[src/rtl/serial_adder_if.sv]
// Start/done handshake bundle between the serial adder and its requester.
// The ovf member exists only when SERIAL_ADDER_OVF_EN is defined.
interface serial_adder_if #(
    parameter int WIDTH = 8
);
    logic             start;
    logic [WIDTH-1:0] a;
    logic [WIDTH-1:0] b;
    logic             cin;
    logic             ready;
    logic             busy;
    logic             done;
    logic [WIDTH-1:0] sum;
    logic             cout;
`ifdef SERIAL_ADDER_OVF_EN
    logic             ovf;
`endif

    modport master (
        output start, a, b, cin,
`ifdef SERIAL_ADDER_OVF_EN
        input  ovf,
`endif
        input  ready, busy, done, sum, cout
    );

    modport slave (
        input  start, a, b, cin,
`ifdef SERIAL_ADDER_OVF_EN
        output ovf,
`endif
        output ready, busy, done, sum, cout
    );
endinterface

[src/rtl/serial_adder.sv]
// Bit-serial adder: one full-adder cell plus carry flop, LSB first (SERIAL_ADDER_OVF_EN adds ovf).
// Latency: WIDTH clocks from the accepted start edge to the done pulse; one result per WIDTH+1 clocks.
// Backpressure: start is taken only while ready (IDLE/DONE); start during RUN is dropped, not queued.
module serial_adder #(
    parameter int WIDTH = 8
) (
    input  logic          clk,
    input  logic          rst_n,
    serial_adder_if.slave bus
);
    localparam int CW = $clog2(WIDTH);
    localparam logic [CW-1:0] LAST_BIT = CW'(WIDTH - 1);

    typedef enum logic [1:0] {
        IDLE = 2'd0,
        RUN  = 2'd1,
        DONE = 2'd2
    } state_t;

    state_t           state_q, state_d;
    logic [WIDTH-1:0] a_sr_q, a_sr_d;
    logic [WIDTH-1:0] b_sr_q, b_sr_d;
    logic [WIDTH-1:0] res_q, res_d;
    logic [WIDTH-1:0] sum_q, sum_d;
    logic [CW-1:0]    cnt_q, cnt_d;
    logic             c_q, c_d;
    logic             cout_q, cout_d;
    logic             done_q, done_d;
`ifdef SERIAL_ADDER_OVF_EN
    logic             ovf_q, ovf_d;
`endif
    logic             sbit;
    logic             cnext;

    always_comb begin
        sbit    = a_sr_q[0] ^ b_sr_q[0] ^ c_q;
        cnext   = (a_sr_q[0] & b_sr_q[0]) | (a_sr_q[0] & c_q) | (b_sr_q[0] & c_q);
        state_d = state_q;
        a_sr_d  = a_sr_q;
        b_sr_d  = b_sr_q;
        res_d   = res_q;
        sum_d   = sum_q;
        cnt_d   = cnt_q;
        c_d     = c_q;
        cout_d  = cout_q;
        done_d  = 1'b0;
`ifdef SERIAL_ADDER_OVF_EN
        ovf_d   = ovf_q;
`endif
        case (state_q)
            IDLE, DONE: begin
                if (bus.start) begin
                    a_sr_d  = bus.a;
                    b_sr_d  = bus.b;
                    c_d     = bus.cin;
                    res_d   = '0;
                    cnt_d   = '0;
                    state_d = RUN;
                end else begin
                    state_d = IDLE;
                end
            end
            RUN: begin
                a_sr_d = a_sr_q >> 1;
                b_sr_d = b_sr_q >> 1;
                res_d  = {sbit, res_q[WIDTH-1:1]};
                c_d    = cnext;
                cnt_d  = cnt_q + CW'(1);
                if (cnt_q == LAST_BIT) begin
                    // c_q here is the carry into the MSB, cnext the carry out of it
                    sum_d   = {sbit, res_q[WIDTH-1:1]};
                    cout_d  = cnext;
`ifdef SERIAL_ADDER_OVF_EN
                    ovf_d   = c_q ^ cnext;
`endif
                    cnt_d   = '0;
                    done_d  = 1'b1;
                    state_d = DONE;
                end
            end
            default: state_d = IDLE;
        endcase
    end

    always_ff @(posedge clk or negedge rst_n) begin
        if (!rst_n) begin
            state_q <= IDLE;
            a_sr_q  <= '0;
            b_sr_q  <= '0;
            res_q   <= '0;
            sum_q   <= '0;
            cnt_q   <= '0;
            c_q     <= 1'b0;
            cout_q  <= 1'b0;
            done_q  <= 1'b0;
`ifdef SERIAL_ADDER_OVF_EN
            ovf_q   <= 1'b0;
`endif
        end else begin
            state_q <= state_d;
            a_sr_q  <= a_sr_d;
            b_sr_q  <= b_sr_d;
            res_q   <= res_d;
            sum_q   <= sum_d;
            cnt_q   <= cnt_d;
            c_q     <= c_d;
            cout_q  <= cout_d;
            done_q  <= done_d;
`ifdef SERIAL_ADDER_OVF_EN
            ovf_q   <= ovf_d;
`endif
        end
    end

    assign bus.ready = (state_q == IDLE) || (state_q == DONE);
    assign bus.busy  = (state_q == RUN);
    assign bus.done  = done_q;
    assign bus.sum   = sum_q;
    assign bus.cout  = cout_q;
`ifdef SERIAL_ADDER_OVF_EN
    assign bus.ovf   = ovf_q;
`endif
endmodule

[src/flat_wrapper.sv]
// flat-port wrapper written by rule: the top's interface ports become plain ports
module serial_adder_flat 
#(
    parameter int WIDTH = 8
)
  (clk, rst_n, bus_start, bus_a, bus_b, bus_cin, bus_ready, bus_busy, bus_done, bus_sum, bus_cout);
  serial_adder_if #(.WIDTH(WIDTH)) bus_i ();
  input  logic clk;
  input  logic rst_n;
  input wire logic [$bits(bus_i.start)-1:0] bus_start;
  input wire logic [$bits(bus_i.a)-1:0] bus_a;
  input wire logic [$bits(bus_i.b)-1:0] bus_b;
  input wire logic [$bits(bus_i.cin)-1:0] bus_cin;
  output wire logic [$bits(bus_i.ready)-1:0] bus_ready;
  output wire logic [$bits(bus_i.busy)-1:0] bus_busy;
  output wire logic [$bits(bus_i.done)-1:0] bus_done;
  output wire logic [$bits(bus_i.sum)-1:0] bus_sum;
  output wire logic [$bits(bus_i.cout)-1:0] bus_cout;
  assign bus_i.start = bus_start;
  assign bus_i.a = bus_a;
  assign bus_i.b = bus_b;
  assign bus_i.cin = bus_cin;
  assign bus_ready = bus_i.ready;
  assign bus_busy = bus_i.busy;
  assign bus_done = bus_i.done;
  assign bus_sum = bus_i.sum;
  assign bus_cout = bus_i.cout;
  serial_adder #(.WIDTH(WIDTH)) u_core (.clk(clk), .rst_n(rst_n), .bus(bus_i));
endmodule
[config.mk]
export PLATFORM = sky130hd
export DESIGN_NAME = serial_adder_flat
export DESIGN_NICKNAME = d
export VERILOG_FILES = /design/src/rtl/serial_adder_if.sv /design/src/rtl/serial_adder.sv /design/src/flat_wrapper.sv
export SDC_FILE = /design/constraint.sdc
export NUM_CORES = 1
export LEC_CHECK = 0
export BUFFER_PORTS_ARGS = -buffer_cell sky130_fd_sc_hd__buf_4
export CAP_MARGIN = 20
export CORE_UTILIZATION = 57
export CTS_BUF_LIST = sky130_fd_sc_hd__clkbuf_8
export DETAILED_ROUTE_END_ITERATION = 8
export GPL_ROUTABILITY_DRIVEN = 0
export PLACE_DENSITY = 0.79
export SLEW_MARGIN = 20
export SYNTH_ARGS = -nofsm -noshare
export SYNTH_HDL_FRONTEND = slang
export SYNTH_SLANG_ARGS = --single-unit
[constraint.sdc]
create_clock -name clk -period 2.9 [get_ports clk]
set_clock_uncertainty 0.1 [all_clocks]
set_input_delay 0.58 -clock clk [delete_from_list [all_inputs] [get_ports clk]]
set_output_delay 0.58 -clock clk [all_outputs]
set_load 0.01 [all_outputs]
# == Word-level counts from Yosys, hierarchy flattened ==
# Cells that the tools add are included.
# classes
n_mux,16
addsub,1
n_shift,0
n_div,0
eq_ne,5
reduce_logical,6
n_bitwise,7
multipliers,0
order_cmp,0
# ops
op,count
one-hot mux 8 bit (2 select lines),3
2-to-1 mux 8 bit,3
2-to-1 mux 3 bit,2
one-hot mux 3 bit (2 select lines),1
2-to-1 mux 1 bit,4
one-hot mux 2 bit (2 select lines),1
AND reduction 2 bit,2
adder 3 x 1 -> 3 bit (second input constant),1
AND 1 bit,3
== test 3 bit (second input constant),1
== test 2 x 1 -> 1 bit (second input constant),1
== test 2 bit (second input constant),1
zero test 2 bit,1
2-to-1 mux 2 bit,1
inequality test 2 x 1 -> 1 bit (second input constant),1
inequality test 2 bit (second input constant),1
bitwise OR 1 bit,2
one-hot mux 1 bit (2 select lines),1
nonzero test 2 bit,1
OR reduction 2 bit,1
bitwise XOR 1 bit,2
logical OR 1 bit,1
# totals
wordCells,44
in_bits,20
mem_bits_ro,0
ram_bits,0
latchBits,0
n_memories,0
regBits,40

# == Longest topological paths before layout ==
# Gate-level depths: netlist of run 1.
# logic_depth
depth_word,4
mapped_depth,6
depth_no_buf,5

# == Worst setup path before layout of run 1 ==
# OpenSTA, ideal clock, no wires.
# synth_timing
path_kind,register to register
startpoint,register u_core.cnt_q[0]
endpoint,register u_core.cout_q (netlist: u_core.bus.cout)
synth_period_minus_slack_ps,1472
t_arrival_ps,1248
stages_incl_launch_ff,5
slack_ps,1428
setup_ps,125
n_path_buf,0
path_cell_list,dfrtp_1 -> ha_1 -> ha_1 -> nand2_8 -> mux2_2
# synth_via
elab_chain_cells,2
# synth_lines
item,line_no,rtl
start: declaration,serial_adder.sv:25,"logic [CW-1:0] cnt_q, cnt_d;"
start signal: assignment,serial_adder.sv:105,cnt_q <= cnt_d;
== test 3 bit,serial_adder.sv:69,if (cnt_q == LAST_BIT) begin
AND reduction 2 bit (no source line),n/a,
end signal: assignment,serial_adder.sv:107,cout_q <= cout_d;
end: declaration,serial_adder.sv:27,"logic cout_q, cout_d;"
# No other way between the ends.
# A chain may end at the register's enable or synchronous reset.

# == Final worst setup path of run 1 ==
# layout_timing
startpoint,register u_core.state_q[0]
endpoint,output bus_busy
# layout_via
elab_chain_cells,1
# layout_lines
item,line_no,rtl
start: declaration,serial_adder.sv:20,"state_t state_q, state_d;"
start signal: assignment,serial_adder.sv:100,state_q <= state_d;
== test 2 x 1 -> 1 bit,serial_adder.sv:116,assign bus.busy = (state_q == RUN);
end: declaration,flat_wrapper.sv:15,output wire logic [$bits(bus_i.busy)-1:0] bus_busy;
# No other way between the ends.

==> results of run 1 <==
==> cells by family (layout without fill, tap and decap cells) <==
family                     count (synthesis)  in the layout  share of synthesized area
AOI/OAI and AO/OA                         44             44                      0.163
DFF                                       39             39                      0.571
buffers and inverters                     21             53                     0.0629
muxes                                     19             19                      0.118
and+or+nand+nor                           15             15                     0.0593
adders and majority gates                  3              3                     0.0263
==> stage by stage <==
step | setup slack, ps | power [mW]
3_3_place_gp | 952 | 1.69
6_report | 599 | 2.18
4_1_cts | 594 | 2.20
3_5_place_dp | 919 | 1.74
5_1_grt | 477 | 2.34
2_1_floorplan | 1430 | 1.49
==> layout make-up <==
| cell class | instances | area (sq um) |
|---|---|---|
| Clock buffer | 5 | 68.8 |
| Clock inverter | 3 | 43.8 |
| Fill cell | 202 | 759 |
| Inverter | 13 | 51.3 |
| Multi-Input combinational cell | 81 | 627 |
| Sequential cell | 39 | 976 |
| Tap cell | 31 | 38.8 |
| Timing Repair Buffer | 32 | 240 |
==> worst min-delay path by stage <==
stage	slack, ps	to	startpoint	cells past startpoint
floorplan	180	u_core.a_sr_q[0]$_DFFE_PN0P_	rst_n	0
global placement	390	u_core.cnt_q[1]$_DFFE_PN0P_	u_core.cnt_q[1]$_DFFE_PN0P_	2
detailed placement	390	u_core.b_sr_q[7]$_DFFE_PN0P_	u_core.b_sr_q[7]$_DFFE_PN0P_	1
CTS	150	u_core.a_sr_q[6]$_DFFE_PN0P_	rst_n	1
global route	170	u_core.a_sr_q[6]$_DFFE_PN0P_	rst_n	1
finish	140	u_core.a_sr_q[6]$_DFFE_PN0P_	rst_n	1
==> Yosys cell counts <==
cell type,instances
dfrtp_1,39
a21oi_1,15
inv_1,12
mux2i_1,10
mux2_2,9
o22ai_1,9
a211oi_1,6
a22o_1,6
nor2b_1,6
o21ai_0,5
buf_2,3
buf_6,3
nand2_1,3
a21o_1,2
clkbuf_1,2
ha_1,2
a32o_1,1
fa_1,1
inv_4,1
nand2_8,1
nand2b_2,1
nand3_1,1
nor2_2,1
nor3_1,1
or2b_1,1
==> layer usage <==
layer / track usage / share of wire / up-vias
met4: 0.0732 / 0.016 / 0
met1: 0.280 / 0.44 / 541
met5: 0 / 0 / -
met3: 0.0876 / 0.062 / 6
met2: 0.383 / 0.48 / 32
li1: - / - / 564
==> worst max-delay path: stages (launching register included) <==
cell	delay, ps
dfrtp_1	700
nand2b_2	290
inv_4	190
buf_4	140
==> where the power goes <==
| group | internal [mW] | switching [mW] | leakage [nW] |
|---|---|---|---|
| Combinational | 0.395 | 0.370 | 0.449 |
| Sequential | 0.782 | 0.182 | 0.482 |
| Clock | 0.256 | 0.195 | 0.0581 |
| Total | 1.43 | 0.747 | 0.989 |
==> cells in the final DEF (no fill, tap or decap) <==
master	instances
dfrtp_1	39
buf_4	32
a21oi_1	15
inv_1	12
mux2i_1	10
o22ai_1	9
mux2_2	9
nor2b_1	6
a211oi_1	6
a22o_1	6
o21ai_0	5
clkbuf_8	5
nand2_1	3
a21o_1	2
ha_1	2
nand2b_2	1
inv_4	1
nand2_8	1
nor2_2	1
or2b_1	1
nor3_1	1
nand3_1	1
a32o_1	1
fa_1	1
clkinv_4	1
bufinv_16	1
clkinv_2	1
==> state kept, by name (all words and copies together), names as in the netlist <==
name             flops
u_core.bus.cout      1
u_core.bus.sum       8
u_core.state_q       2
u_core.cnt_q         3
u_core.bus.done      1
u_core.a_sr_q        8
u_core.c_q           1
u_core.b_sr_q        8
u_core.res_q         7
==> impl_metrics.yaml, run 1 <==
floorplan:
  die_w_um: 56.8
  start_util: 0.610
  die_area_sq_um: 3220
  ios: 32
  design.core.area_sq_um: 2810
  num_rows: 19
  die_h_um: 56.8
sta:
  worstMarginPinSlew_ps: 553
  period_share: 0.793
  setup_viol_count_final: 0
  tns_ps: 0
  finalHoldViolations: 0
  relSlewSlack: 0.631
  rsz0062_at_grt: "no"
  whs_ps: 136
  final_max_slew_viol_count: 0
  fmax_ghz: 0.435
  fin_crit_ps: 2300
synth:
  synth_top_cells_by_area: "dfrtp_1 57%, mux2_2 5.9%, mux2i_1 5.9%, a21oi_1 4.4%, o22ai_1 3.3%"
  avgSynthCellArea_sq_um: 12.1
  ys_types: 25
  synth_top_area_cell: "dfrtp_1"
  yosysWarnings: 0
  netlist_area_sq_um: 1710
  yosysTopAreaCellShare: 0.571
  ys_seq_area_frac: 0.571
  synth_cells: 141
  synth.net_count: 164
  ys_ff_latch: 39
place:
  placedCellCount: 196
  hpwl_um: 2160
  dpl-instance-area_sq_um: 1930
  port_buffers: 31
pwr:
  pwr_density_cell_nw_per_um2: 1070
  peakVddDrop_mv: 0.608
  p_leak_nw: 0.989
finish:
  fin_cells: 204
  syn_to_final_growth_pct: 19.6
  drive_above_1_share: 0.306
  nets: 195
  stdcell_area_sq_um: 2050
  diodes: 0
  utilization: 0.729
grt:
  grt_pass1_wl_um: 5450
  grt_usage: 0.231
  grt_overflow: 0
  grt_pass1_vias: 1211
  grt_max_degree: 40
  antenna_found_initial: 0
critical_path:
  worstPathRequired_ps: 2220
  worstSetupEndpoint: "bus_busy"
  cp-startpoint: "u_core.state_q[0]$_DFFE_PN0P_"
  worst_setup_path_start_kind: "flip-flop"
  cp_data_arrival_time_ps: 1620
  criticalPathCategory: "flip-flop to output pin"
  rr_endpoint: "u_core.bus.sum[0]$_DFFE_PN0P_"
  worst-path-max-fanout: 19
  r2r_setup_slack_ps: 990
  r2r_start: "u_core.state_q[0]$_DFFE_PN0P_"
  r2r_cells: 5
  end_kind: "output pin"
cts:
  post-cts-setup-buffers: 0
  clock-root-buffer: "clkbuf_8"
  clkSlewWorstSetupHoldPaths_ps: 80
  clock_latency_ps: 300
  htreeDepth: 2
  cts_inserted_buffers: 5
  clock_path_buffers: 2
  cts_num_sinks: 39
  cts_tree: "yes"
  cts_resized: 0
  ctsHoldBuffers: 0
detailed_routing:
  drc: 7
  ant_nets: 0
  vias: 1143
  firstDrtPassIters: 8
  wl_per_cell_um: 15.4
  drt-total-wl_um: 3130
  drtIter0Drc: 53
  vias_per_cell: 5.60
flow_run:
  drv_cap: 0
outcome:
  violations: "DRC"
  status: "finished, violations left"
min_path:
  holdCritPathClass: "input pin to async pin"
(Power assumes the default switching activity.)
==> run 2: changes to the inputs <==
--- a/config.mk
+++ b/config.mk
@@ -7,11 +7,11 @@
 export LEC_CHECK = 0
 export BUFFER_PORTS_ARGS = -buffer_cell sky130_fd_sc_hd__buf_4
 export CAP_MARGIN = 20
-export CORE_UTILIZATION = 57
+export CORE_UTILIZATION = 51
 export CTS_BUF_LIST = sky130_fd_sc_hd__clkbuf_8
 export DETAILED_ROUTE_END_ITERATION = 8
 export GPL_ROUTABILITY_DRIVEN = 0
-export PLACE_DENSITY = 0.79
+export PLACE_DENSITY = 0.74
 export SLEW_MARGIN = 20
 export SYNTH_ARGS = -nofsm -noshare
 export SYNTH_HDL_FRONTEND = slang
==> constraint.sdc (replaced) <==
create_clock -name clk -period 1.9 [get_ports clk]
set_clock_uncertainty 0.1 [all_clocks]
set_input_delay 0.38 -clock clk [delete_from_list [all_inputs] [get_ports clk]]
set_output_delay 0.38 -clock clk [all_outputs]
set_load 0.01 [all_outputs]
==> impl_metrics.yaml, run 2 (synthesis gave the netlist of run 1 again) <==
outcome:
  status: "completed"
cts:
  clkSlewWorstSetupHoldPaths_ps: 80
  clock_latency_ps: 300
  cts_num_sinks: 39
  post-cts-setup-buffers: 0
  ctsHoldBuffers: 1
  htreeDepth: 2
  cts_tree: "yes"
  cts_inserted_buffers: 5
  cts_resized: 0
  clock-root-buffer: "clkbuf_8"
  clock_path_buffers: 2
pwr:
  p_leak_nw: 1.00
  pwr_density_cell_nw_per_um2: 1580
  peakVddDrop_mv: 0.677
grt:
  grt_pass1_wl_um: 5350
  antenna_found_initial: 0
  grt_max_degree: 40
  grt_pass1_vias: 1213
  grt_overflow: 0
  grt_usage: 0.213
sta:
  worstMarginPinSlew_ps: 473
  period_share: 0.928
  rsz0062_at_grt: "no"
  final_max_slew_viol_count: 0
  fmax_ghz: 0.567
  relSlewSlack: 0.685
  whs_ps: 241
  tns_ps: 0
  finalHoldViolations: 0
  fin_crit_ps: 1760
  setup_viol_count_final: 0
finish:
  nFillCells: 257
  seq_area_sq_um: 976
  drive_above_1_share: 0.307
  final_cell_mix: "39 x dfrtp_1, 34 x buf_4, 15 x a21oi_1"
  layout_commonest_cell: "dfrtp_1"
  syn_to_final_growth_pct: 21.3
  diodes: 0
  multi_input_area_sq_um: 627
  nets: 198
detailed_routing:
  drt-total-wl_um: 3230
  wl_per_cell_um: 14.7
  drtIter0Drc: 62
  firstDrtPassIters: 4
  ant_nets: 0
  vias: 1170
  drc: 0
  vias_per_cell: 5.32
floorplan:
  num_rows: 20
  design.core.area_sq_um: 3130
  start_util: 0.547
  die_h_um: 59.9
  die_area_sq_um: 3590
  die_w_um: 59.9
  ios: 32
place:
  port_buffers: 31
  hpwl_um: 2280
critical_path:
  cp_data_arrival_time_ps: 1280
  r2r_cells: 5
  worstPathRequired_ps: 1420
  end_kind: "output pin"
  worst-path-max-fanout: 12
  criticalPathCategory: "flip-flop to output pin"
  worst_setup_path_start_kind: "flip-flop"
min_path:
  holdPathStages: 2
  holdCritPathClass: "input pin to flip-flop"
flow_run:
  drv_cap: 0
[run 2: area by class of cell]
class	instances	share of cell area
inverters	13	0.0247
clock buffers	7	0.0464
multi-input cells	81	0.302
repair buffers	35	0.128
clock inverters	1	0.00181
flip-flops and latches	39	0.470
well taps	44	0.0265
[run 2: worst paths after layout]
path                                            endpoint                          start  slack [ps]
setup / recovery                                bus_busy  u_core.state_q[1]$_DFFE_PN0P_         140
min in group asynchronous   u_core.b_sr_q[3]$_DFFE_PN0P_                          rst_n         480
hold / removal              u_core.b_sr_q[7]$_DFFE_PN0P_                       bus_b[7]         240
hold reg to reg             u_core.b_sr_q[7]$_DFFE_PN0P_   u_core.b_sr_q[7]$_DFFE_PN0P_         410
setup reg to reg           u_core.bus.sum[0]$_DFFE_PN0P_    u_core.cnt_q[0]$_DFFE_PN0P_         280
max in group asynchronous   u_core.a_sr_q[3]$_DFFE_PN0P_                          rst_n         880
[run 2: critical path: stages (launching register included)]
cell and delay (ps):
dfrtp_1 370, nand2b_2 300, inv_4 180, buf_4 140
[run 2: layer usage]
layer,vias to the layer above,share of wire,wire (um),global-route usage
li1,567,-,-,-
met1,568,0.43,1400,0.239
met2,29,0.50,1610,0.357
met3,6,0.040,130,0.0649
met4,0,0.025,80,0.120
met5,-,0,0,0
[run 2: power by group]
group | internal (mW) | leakage [nW] | switching [mW] | total [mW]
registers | 1.20 | 0.482 | 0.247 | 1.44
clock network | 0.326 | 0.0557 | 0.284 | 0.610
logic | 0.619 | 0.463 | 0.604 | 1.22
total | 2.14 | 1.00 | 1.13 | 3.27
[run 2: through the flow]
step,cell area [sq um],util,instances,total power [mW],worst slack [ps]
floorplan,1710,-,141,2.28,428
detailed placement,1960,0.628,211,2.69,295
finish,2070,0.663,220,3.27,137
CTS,2070,0.663,220,3.31,131
global placement,1960,0.628,211,2.61,377
global route,2070,0.663,220,3.50,75.9
==> run 3: changes to the inputs <==
--- a/config.mk
+++ b/config.mk
@@ -7,6 +7,7 @@
 export LEC_CHECK = 0
 export BUFFER_PORTS_ARGS = -buffer_cell sky130_fd_sc_hd__buf_4
 export CAP_MARGIN = 20
+export CORE_ASPECT_RATIO = 0.6
 export CORE_UTILIZATION = 51
 export CTS_BUF_LIST = sky130_fd_sc_hd__clkbuf_8
 export DETAILED_ROUTE_END_ITERATION = 8
==> impl_metrics.yaml, run 3 (synthesis gave the netlist of run 1 again) <==
outcome:
  status: "completed"
detailed_routing:
  wl_per_cell_um: 15.4
  vias: 1215
  ant_nets: 0
  vias_per_cell: 5.50
  drt-total-wl_um: 3410
  drc: 0
  drtIter0Drc: 44
  firstDrtPassIters: 4
sta:
  finalHoldViolations: 0
  fin_ws_ps: 148
  setup_viol_count_final: 0
  rsz0062_at_grt: "no"
  fin_crit_ps: 1750
  tns_ps: 0
  worstMarginPinSlew_ps: 485
  final_max_slew_viol_count: 0
  relSlewSlack: 0.677
  fmax_ghz: 0.571
  period_share: 0.922
floorplan:
  die_w_um: 76.8
  ios: 32
  die_h_um: 46.9
  num_rows: 15
  design.core.area_sq_um: 3020
  start_util: 0.566
  die_area_sq_um: 3600
pwr:
  p_sw_mw: 1.18
  clkPwrFrac: 0.166
  peakVddDrop_mv: 0.799
  switching_share: 0.360
  p_leak_nw: 1.01
  pwr-share-comb: 0.385
  pwr_density_cell_nw_per_um2: 1570
  p_int_mw: 2.09
  p_seq_frac: 0.449
  total_power_mw: 3.27
cts:
  cts_num_sinks: 39
  cts_inserted_buffers: 5
  clock_latency_ps: 290
  clock_path_buffers: 2
  cts_tree: "yes"
  clkSlewWorstSetupHoldPaths_ps: 80
  htreeDepth: 2
  clock-root-buffer: "clkbuf_8"
grt:
  grt_overflow: 0
  grt_pass1_vias: 1206
  grt_max_degree: 40
  antenna_found_initial: 0
  grt_usage: 0.210
  grt_pass1_wl_um: 5570
critical_path:
  cp-startpoint: "u_core.state_q[1]$_DFFE_PN0P_"
  rr_endpoint: "u_core.bus.sum[0]$_DFFE_PN0P_"
  criticalPathCategory: "flip-flop to output pin"
  worstPathRequired_ps: 1420
  slowest_delay_ps: 470
  end_kind: "output pin"
  r2r_setup_slack_ps: 270
  r2r_start: "u_core.cnt_q[0]$_DFFE_PN0P_"
  critPathSlowestCell: "dfrtp_1"
  worst_setup_path_start_kind: "flip-flop"
  cp_data_arrival_time_ps: 1270
  worst-path-max-fanout: 8
  cp_cell_sequence: "nand2b_2 > inv_4 > buf_4"
  r2r_cells: 5
min_path:
  holdPathStages: 2
  hold_end: "u_core.b_sr_q[7]$_DFFE_PN0P_"
  holdCritPathClass: "input pin to flip-flop"
  holdCritStartpoint: "bus_b[7]"
finish:
  layout_commonest_cell: "dfrtp_1"
  utilization: 0.688
  final_cell_mix: "39 x dfrtp_1, 37 x buf_4, 15 x a21oi_1"
  diodes: 0
  nets: 201
  drive_above_1_share: 0.324
  syn_to_final_growth_pct: 21.5
flow_run:
  drv_cap: 0
place:
  hpwl_um: 2430
  dp_worst_setup_slack_ps: 291
  port_buffers: 31
-- run 3: per-stage QoR --
stage	area [sq um]	std cells	hold WS (ps)
floorplan	1710	141	-15.6
global placement	1980	212	270
detailed placement	1980	212	275
CTS	2080	221	248
global route	2080	221	241
finish	2080	221	251
-- run 3: routing by layer --
layer / GRT usage / up-vias / share of wire
li1: - / 571 / -
met1: 0.270 / 616 / 0.50
met2: 0.354 / 23 / 0.45
met3: 0.0660 / 5 / 0.038
met4: 0.0692 / 0 / 0.0088
met5: 0 / - / 0
-- run 3: worst max path at each step --
stage	slack, ps	end
after CTS	140	bus_busy
after floorplan	430	u_core.bus.cout$_DFFE_PN0P_
final	150	bus_busy
after global routing	100	bus_busy
after detailed placement	290	u_core.bus.sum[0]$_DFFE_PN0P_
after global placement	390	u_core.bus.sum[0]$_DFFE_PN0P_
-- run 3: power groups by stage --
| stage | combinational (mW) | sequential, mW | clock (mW) |
|---|---|---|---|
| 2_1_floorplan | 0.855 | 1.42 | 0 |
| 3_3_place_gp | 1.21 | 1.45 | 0 |
| 3_5_place_dp | 1.26 | 1.47 | 0 |
| 4_1_cts | 1.27 | 1.46 | 0.545 |
| 5_1_grt | 1.41 | 1.50 | 0.586 |
| 6_report | 1.26 | 1.47 | 0.544 |
-- run 3: repair_timing --
item,CTS,global route
setup endpoints to repair,0,0
hold buffers,1,0
buffers inserted,0,0
gates resized for setup,0,0
endpoints found under the hold margin,39,0
-- run 3: area by class of cell --
cell class                      instances  area, sq um
Sequential cell                        39          976
Fill cell                             229          943
Multi-Input combinational cell         81          627
Timing Repair Buffer                   38          288
Clock buffer                            5         68.8
Tap cell                               42         52.6
Inverter                               13         51.3
Clock inverter                          3         15.0
-- run 3: worst max-delay path, delay by kind of cell (launching register included) --
kind | cells | cell delay, ps
flops | 1 | 470
buf+inv | 2 | 270
simple gates | 1 | 250
